--- config.mk ---
export PLATFORM = sky130hd
export DESIGN_NAME = cci_mpf_pwrite_rmw
export DESIGN_NICKNAME = d
export VERILOG_FILES = /design/src/rtl/cci_mpf_pwrite_rmw_pkg.sv /design/src/rtl/cci_mpf_pwrite_mask_table.sv /design/src/rtl/cci_mpf_pwrite_rmw.sv
export SDC_FILE = /design/constraint.sdc
export NUM_CORES = 2
export LEC_CHECK = 0
export ABC_AREA = 1
export BUFFER_PORTS_ARGS = -buffer_cell sky130_fd_sc_hd__buf_4
export CAP_MARGIN = 20
export CORE_AREA = 4 4 702 704
export CTS_CLUSTER_SIZE = 16
export DETAILED_ROUTE_END_ITERATION = 16
export DIE_AREA = 0 0 706 708
export PLACE_DENSITY = 0.33
export SLEW_MARGIN = 20
export SYNTH_ARGS = -nofsm -noshare
export SYNTH_HDL_FRONTEND = slang
export SYNTH_SLANG_ARGS = --single-unit
--- constraint.sdc ---
create_clock -name clk -period 4.9 [get_ports clk]
set_input_delay 1.47 -clock clk [delete_from_list [all_inputs] [get_ports clk]]
set_output_delay 1.47 -clock clk [all_outputs]
set_load 0.02 [all_outputs]
--- src/rtl/cci_mpf_pwrite_rmw_pkg.sv ---
// Shared types and helpers for the MPF partial-write read-modify-write engine.
// The mask-entry struct and merge helper are sized by PWRITE_LINE_BYTES.
// Instantiate the engine with LINE_BYTES equal to this value.
package cci_mpf_pwrite_rmw_pkg;

    localparam int PWRITE_LINE_BYTES = 64;
    localparam int PWRITE_DATA_W     = 8 * PWRITE_LINE_BYTES;

    // One mask table entry: whether the write is partial, and which bytes are new.
    typedef struct packed {
        logic                         partial_en;
        logic [PWRITE_LINE_BYTES-1:0] mask;
    } t_pwrite_mask_entry;

    // RMW sequencer states.
    typedef enum logic [1:0] {
        ST_IDLE    = 2'd0,
        ST_RD_REQ  = 2'd1,
        ST_RD_WAIT = 2'd2,
        ST_UPD     = 2'd3
    } t_rmw_state;

    // Byte-wise merge: a set mask bit takes the new byte, a clear bit keeps the old byte.
    function automatic logic [PWRITE_DATA_W-1:0] pwrite_merge(
        input logic [PWRITE_DATA_W-1:0]     new_data,
        input logic [PWRITE_DATA_W-1:0]     old_data,
        input logic [PWRITE_LINE_BYTES-1:0] mask
    );
        logic [PWRITE_DATA_W-1:0] res;
        res = old_data;
        for (int b = 0; b < PWRITE_LINE_BYTES; b++) begin
            if (mask[b]) begin
                res[b*8 +: 8] = new_data[b*8 +: 8];
            end else begin
                res[b*8 +: 8] = old_data[b*8 +: 8];
            end
        end
        return res;
    endfunction

endpackage

--- src/rtl/cci_mpf_pwrite_mask_table.sv ---
// Per-heap-index byte-mask table.
// Writes come from the AFU edge. Lookup has a same-cycle write bypass.
// An entry is invalidated when its request is consumed. A write to the same
// index in that same cycle overrides the clear.
module cci_mpf_pwrite_mask_table
    import cci_mpf_pwrite_rmw_pkg::*;
#(
    parameter int N_ENTRIES  = 16,
    parameter int LINE_BYTES = PWRITE_LINE_BYTES,
    localparam int IDX_W     = $clog2(N_ENTRIES)
)(
    input  logic                  clk,
    input  logic                  reset_n,
    input  logic                  wen,
    input  logic [IDX_W-1:0]      widx,
    input  logic                  wpartial_en,
    input  logic [LINE_BYTES-1:0] wpartial_mask,
    input  logic [IDX_W-1:0]      lookup_idx,
    output logic                  lookup_partial_en,
    output logic [LINE_BYTES-1:0] lookup_mask,
    input  logic                  clr_en,
    input  logic [IDX_W-1:0]      clr_idx
);

    t_pwrite_mask_entry entry_r [N_ENTRIES];
    logic [N_ENTRIES-1:0] valid_r;
    t_pwrite_mask_entry   wr_entry_s;
    t_pwrite_mask_entry   rd_entry_s;

    // Pack the incoming write into the stored entry format.
    always_comb begin
        wr_entry_s            = '0;
        wr_entry_s.partial_en = wpartial_en;
        wr_entry_s.mask       = wpartial_mask;
    end

    // Table storage: a clear is applied first so that a same-cycle write to the same index wins.
    always_ff @(posedge clk or negedge reset_n) begin
        if (!reset_n) begin
            valid_r <= '0;
            for (int i = 0; i < N_ENTRIES; i++) begin
                entry_r[i] <= '0;
            end
        end else begin
            if (clr_en) begin
                valid_r[clr_idx] <= 1'b0;
            end
            if (wen) begin
                valid_r[widx] <= 1'b1;
                entry_r[widx] <= wr_entry_s;
            end
        end
    end

    // Lookup: a same-cycle write bypasses storage. An invalid entry reads as a full write.
    always_comb begin
        rd_entry_s = '0;
        if (wen && (widx == lookup_idx)) begin
            rd_entry_s = wr_entry_s;
        end else if (valid_r[lookup_idx]) begin
            rd_entry_s = entry_r[lookup_idx];
        end else begin
            rd_entry_s = '0;
        end
    end

    assign lookup_partial_en = rd_entry_s.partial_en;
    assign lookup_mask       = rd_entry_s.mask;

endmodule

--- src/rtl/cci_mpf_pwrite_rmw.sv ---
// Partial-write read-modify-write engine.
// Full-line writes complete one cycle after acceptance without a read.
// Partial writes read the current line and merge it under the stored byte mask.
// The merged line is presented on the upd_* bundle. Only one RMW is in flight.
module cci_mpf_pwrite_rmw
    import cci_mpf_pwrite_rmw_pkg::*;
#(
    parameter int N_WRITE_HEAP_ENTRIES = 16,
    parameter int ADDR_WIDTH           = 42,
    parameter int LINE_BYTES           = PWRITE_LINE_BYTES,
    localparam int IDX_W               = $clog2(N_WRITE_HEAP_ENTRIES),
    localparam int DATA_W              = 8 * LINE_BYTES
)(
    input  logic                  clk,
    input  logic                  reset_n,
    input  logic                  wen,
    input  logic [IDX_W-1:0]      widx,
    input  logic                  wpartial_en,
    input  logic [LINE_BYTES-1:0] wpartial_mask,
    input  logic                  req_valid,
    output logic                  req_ready,
    input  logic [IDX_W-1:0]      req_idx,
    input  logic [ADDR_WIDTH-1:0] req_addr,
    input  logic [DATA_W-1:0]     req_data,
    output logic                  rd_req_valid,
    input  logic                  rd_req_ready,
    output logic [ADDR_WIDTH-1:0] rd_req_addr,
    input  logic                  rd_rsp_valid,
    input  logic [DATA_W-1:0]     rd_rsp_data,
    output logic                  upd_en,
    output logic [IDX_W-1:0]      upd_idx,
    output logic [DATA_W-1:0]     upd_data,
    output logic                  upd_partial_en,
    output logic [LINE_BYTES-1:0] upd_partial_mask,
    output logic                  done_valid,
    output logic                  done_rmw,
    output logic [31:0]           stat_rmw_cnt
);

    t_rmw_state state_r;
    t_rmw_state state_nxt_s;

    logic                  accept_s;
    logic                  full_s;
    logic                  rsp_take_s;
    logic                  lk_partial_en_s;
    logic [LINE_BYTES-1:0] lk_mask_s;
    logic                  req_ready_s;
    logic                  rd_req_valid_s;

    logic [IDX_W-1:0]      idx_r;
    logic [ADDR_WIDTH-1:0] addr_r;
    logic [DATA_W-1:0]     data_r;
    logic                  partial_en_r;
    logic [LINE_BYTES-1:0] mask_r;

    logic                  upd_en_r;
    logic [DATA_W-1:0]     upd_data_r;
    logic                  done_valid_r;
    logic                  done_rmw_r;
    logic [31:0]           stat_rmw_cnt_r;

    cci_mpf_pwrite_mask_table #(
        .N_ENTRIES  (N_WRITE_HEAP_ENTRIES),
        .LINE_BYTES (LINE_BYTES)
    ) mask_table (
        .clk               (clk),
        .reset_n           (reset_n),
        .wen               (wen),
        .widx              (widx),
        .wpartial_en       (wpartial_en),
        .wpartial_mask     (wpartial_mask),
        .lookup_idx        (req_idx),
        .lookup_partial_en (lk_partial_en_s),
        .lookup_mask       (lk_mask_s),
        .clr_en            (accept_s),
        .clr_idx           (req_idx)
    );

    // Acceptance, response capture and full-versus-partial classification of the looked-up entry.
    always_comb begin
        accept_s   = req_valid && (state_r == ST_IDLE);
        rsp_take_s = rd_rsp_valid && (state_r == ST_RD_WAIT);
        if (lk_partial_en_s && !(&lk_mask_s)) begin
            full_s = 1'b0;
        end else begin
            full_s = 1'b1;
        end
    end

    // FSM state register.
    always_ff @(posedge clk or negedge reset_n) begin
        if (!reset_n) begin
            state_r <= ST_IDLE;
        end else begin
            state_r <= state_nxt_s;
        end
    end

    // FSM next-state logic.
    always_comb begin
        state_nxt_s = state_r;
        case (state_r)
            ST_IDLE: begin
                if (accept_s && !full_s) begin
                    state_nxt_s = ST_RD_REQ;
                end else begin
                    state_nxt_s = ST_IDLE;
                end
            end
            ST_RD_REQ: begin
                if (rd_req_ready) begin
                    state_nxt_s = ST_RD_WAIT;
                end else begin
                    state_nxt_s = ST_RD_REQ;
                end
            end
            ST_RD_WAIT: begin
                if (rd_rsp_valid) begin
                    state_nxt_s = ST_UPD;
                end else begin
                    state_nxt_s = ST_RD_WAIT;
                end
            end
            ST_UPD: begin
                state_nxt_s = ST_IDLE;
            end
            default: begin
                state_nxt_s = ST_IDLE;
            end
        endcase
    end

    // FSM output decode: handshake signals follow directly from the registered state.
    always_comb begin
        req_ready_s    = 1'b0;
        rd_req_valid_s = 1'b0;
        case (state_r)
            ST_IDLE: begin
                req_ready_s = 1'b1;
            end
            ST_RD_REQ: begin
                rd_req_valid_s = 1'b1;
            end
            ST_RD_WAIT: begin
                req_ready_s = 1'b0;
            end
            ST_UPD: begin
                req_ready_s = 1'b0;
            end
            default: begin
                req_ready_s = 1'b0;
            end
        endcase
    end

    // Capture the accepted request and its mask entry. They stay stable until the engine is idle again.
    always_ff @(posedge clk or negedge reset_n) begin
        if (!reset_n) begin
            idx_r        <= '0;
            addr_r       <= '0;
            data_r       <= '0;
            partial_en_r <= 1'b0;
            mask_r       <= '0;
        end else if (accept_s) begin
            idx_r        <= req_idx;
            addr_r       <= req_addr;
            data_r       <= req_data;
            partial_en_r <= lk_partial_en_s;
            mask_r       <= lk_mask_s;
        end
    end

    // Registered strobes, merged data and the saturating RMW counter.
    always_ff @(posedge clk or negedge reset_n) begin
        if (!reset_n) begin
            upd_en_r       <= 1'b0;
            upd_data_r     <= '0;
            done_valid_r   <= 1'b0;
            done_rmw_r     <= 1'b0;
            stat_rmw_cnt_r <= 32'd0;
        end else begin
            upd_en_r     <= rsp_take_s;
            done_valid_r <= (accept_s && full_s) || rsp_take_s;
            done_rmw_r   <= rsp_take_s;
            if (rsp_take_s) begin
                upd_data_r <= pwrite_merge(data_r, rd_rsp_data, mask_r);
            end
            if (rsp_take_s && (stat_rmw_cnt_r != 32'hFFFF_FFFF)) begin
                stat_rmw_cnt_r <= stat_rmw_cnt_r + 32'd1;
            end
        end
    end

    assign req_ready        = req_ready_s;
    assign rd_req_valid     = rd_req_valid_s;
    assign rd_req_addr      = addr_r;
    assign upd_en           = upd_en_r;
    assign upd_idx          = idx_r;
    assign upd_data         = upd_data_r;
    assign upd_partial_en   = partial_en_r;
    assign upd_partial_mask = mask_r;
    assign done_valid       = done_valid_r;
    assign done_rmw         = done_rmw_r;
    assign stat_rmw_cnt     = stat_rmw_cnt_r;

endmodule

==> run metrics <==
Worst Skew 0.0684 ns; min cycle time layout 3.89 ns; RR Endpoint state_r[0]; CTS buffer count 300; WHS Path Cells 2; vias in the first global route about 86000; antenna viol nets, final 0; CTS tree yes; Root Driver clkbuf_16; remaining global-route overflow 0; Seq/Total Area, Yosys 0.575; total power 77.6 mW; Mean Syn Cell Area 8.05 um^2; # resized after CTS 0; RSZ-0062 raised after global routing no; final period utilization 0.793; DR WL/cell 28.9 um; synth top area cells dfrtp_1, nand2_1, o21ai_0; number of synthesized flops with an enable pin 0; Die Y 708 um; top-area cell type share of the netlist area 0.575; sw power 31.6 mW; Starting Density 0.200; dpl cells 19800; power share of the combinational group 0.343; final wirelength 588000 um; sw frac 0.407; routability-driven placement congestion ratio slightly below 0.9; synth warn 0; vias 88400; maximum number of pins on one net before global-route repair 231; worst r2r src mask_table.valid_r[4]; Starting DRT DRC Count roughly 7600; CTS Buffer Depth 4; drt pass-1 iters 6; first-pass GRT wire length 787000 um; area grow syn2layout 33.0%; status completed; Reg clk slew, reported paths 0.06 ns; VDD IR-drop max 0.268 mV; # IOs 1805; WS Path Type reg -> out; fmax 257 MHz; Post-CTS Hold Buffers 0; Worst Tran Pin Value about 1.4 ns; TNS Setup 0 ns; Mapped Nets 13200; WHS Endpoint rd_req_addr[3]; cell chain of the critical path nor2_1 > buf_4; r2r worst-path depth 22; nets@finish 14800; slowest CP cell nor2_1; Clk network pwr share 0.292; setup bufs post-CTS 0; CP required 3.43 ns; Core Area 0.486 mm^2; IO Port Bufs 1804; Seq pwr share 0.365; post-synth cell types 35; Synth area leader dfrtp_1; Final Non-Filler Cells 20400; drt via density about 4.3; ys flop type dfrtp_1; die width about 710 um; dpl cell area between 0.1 and 0.15 mm^2; commonest non-fill, non-tap cell in the layout nand2_1; fraction of registers with async set/reset 1.00; post-route cell area 0.129 mm^2; layout cells sized above 1 0.191; Yosys reg bits 2227; Crit. End Element primary output; final hold vios 0; Synth Instances 12000; leading cell types in the layout, fill and taps excluded nand2_1, o21ai_0, dfrtp_1; DP HPWL roughly 440000 um; total global-route track usage 0.227; initial antenna violation count 154; final setup violation count 0; Pwr Density 601 mW/mm^2; Rel. slew slack 0.0436; slowest stage delay, CP 0.62 ns; Max Cap Viol 0; htree depth 5; Leak ~63 nW; Hold Path Class reg -> reg; CP max FO 2; flop2flop setup slack between 1.5 and 2 ns; Cell Area, Synth 0.0970 mm^2; crit start category flop; final core occ 0.266; P_int between 40 and 50 mW; clock latency at the later pin of the worst-skew pair 0.95 ns; CP arrival 2.42 ns; Worst Min Path Start rd_req_addr[3]; die area 0.500 mm^2; Cell Rows 256; clock sink count approximately 2200; Slew Limit Fails 0; DRC Markers 0
-- worst max-delay path, delay by kind of cell (launching register included) --
kind | cells | cell delay, ns
buf+inv | 1 | 0.29
flops | 1 | 0.54
simple gates | 1 | 0.62
-- layer usage --
metal  global-route usage  vias up  wire length (um)
met1                0.313    43800            270000
met4               0.0600       66             17200
met3               0.0625      648             42100
li1                     -    41500                 -
met2                0.347     2434            258000
met5                    0        -               435
-- synth_stat cells (5+ instances only) --
cell,instances
nand2_1,5210
xnor2_1,10
buf_6,13
nor4_1,5
nor2_1,86
nand3_1,99
o21ai_1,26
buf_4,30
dfrtp_1,2227
inv_1,638
a22oi_1,8
inv_2,6
a21oi_1,41
xor2_1,21
nor3_1,18
nand4_1,70
buf_1,45
clkbuf_1,687
o21ai_0,2690
buf_2,95
-- registers in the layout, indices dropped and copies added (netlist names), named ones only --
name,flops
stat_rmw_cnt,32
data_r,512
upd_partial_en,1
rd_req_addr,42
done_rmw,1
state_r,1
mask_table.valid_r,16
upd_data,512
done_valid,1
upd_partial_mask,64
mask_table.entry_r,1040
upd_idx,4
-- per-stage QoR --
step                      hold slack, ns  setup slack (ns)
after floorplan                    0.453              1.68
after global placement             0.465            -0.435
after detailed placement           0.467            -0.378
after CTS                          0.433             0.681
after global routing               0.467             0.952
final                              0.479              1.01
-- power groups by stage --
stage               registers [mW]  logic, mW  clock network (mW)
floorplan                     30.1       9.45                   0
detailed placement            28.5       26.9                   0
finish                        28.3       26.6                22.7
global placement              28.5       26.9                   0
global route                  29.0       29.0                24.1
CTS                           28.3       27.0                23.4
-- worst max path at each step --
stage               start         end  slack (ns)  cells after the start
2_1_floorplan  req_idx[0]  state_r[0]        1.68                     24
3_3_place_gp      widx[3]  state_r[0]       -0.43                     20
3_5_place_dp      widx[3]  state_r[0]       -0.38                     20
4_1_cts           widx[3]  state_r[0]        0.68                     20
5_1_grt        state_r[0]   req_ready        0.95                      2
6_report       state_r[0]   req_ready        1.01                      2
-- kinds of logic after synthesis --
kind of cell	Yosys count	share of synthesized area
compound gates	2775	0.144
xor+xnor	31	0.00280
fa+ha+maj	1	0.000129
buf+inv	1518	0.0623
flops	2227	0.575
simple gates	5497	0.217
-- cell type report --
class	instances	area [um^2]
Antenna cell	55	138
Clock buffer	479	9240
Clock inverter	55	654
Fill cell	53600	357000
Inverter	647	2470
Multi-Input combinational cell	8304	35400
Sequential cell	2227	55700
Tap cell	6450	8070
Timing Repair Buffer	2147	17300
(Power assumes the default switching activity.)
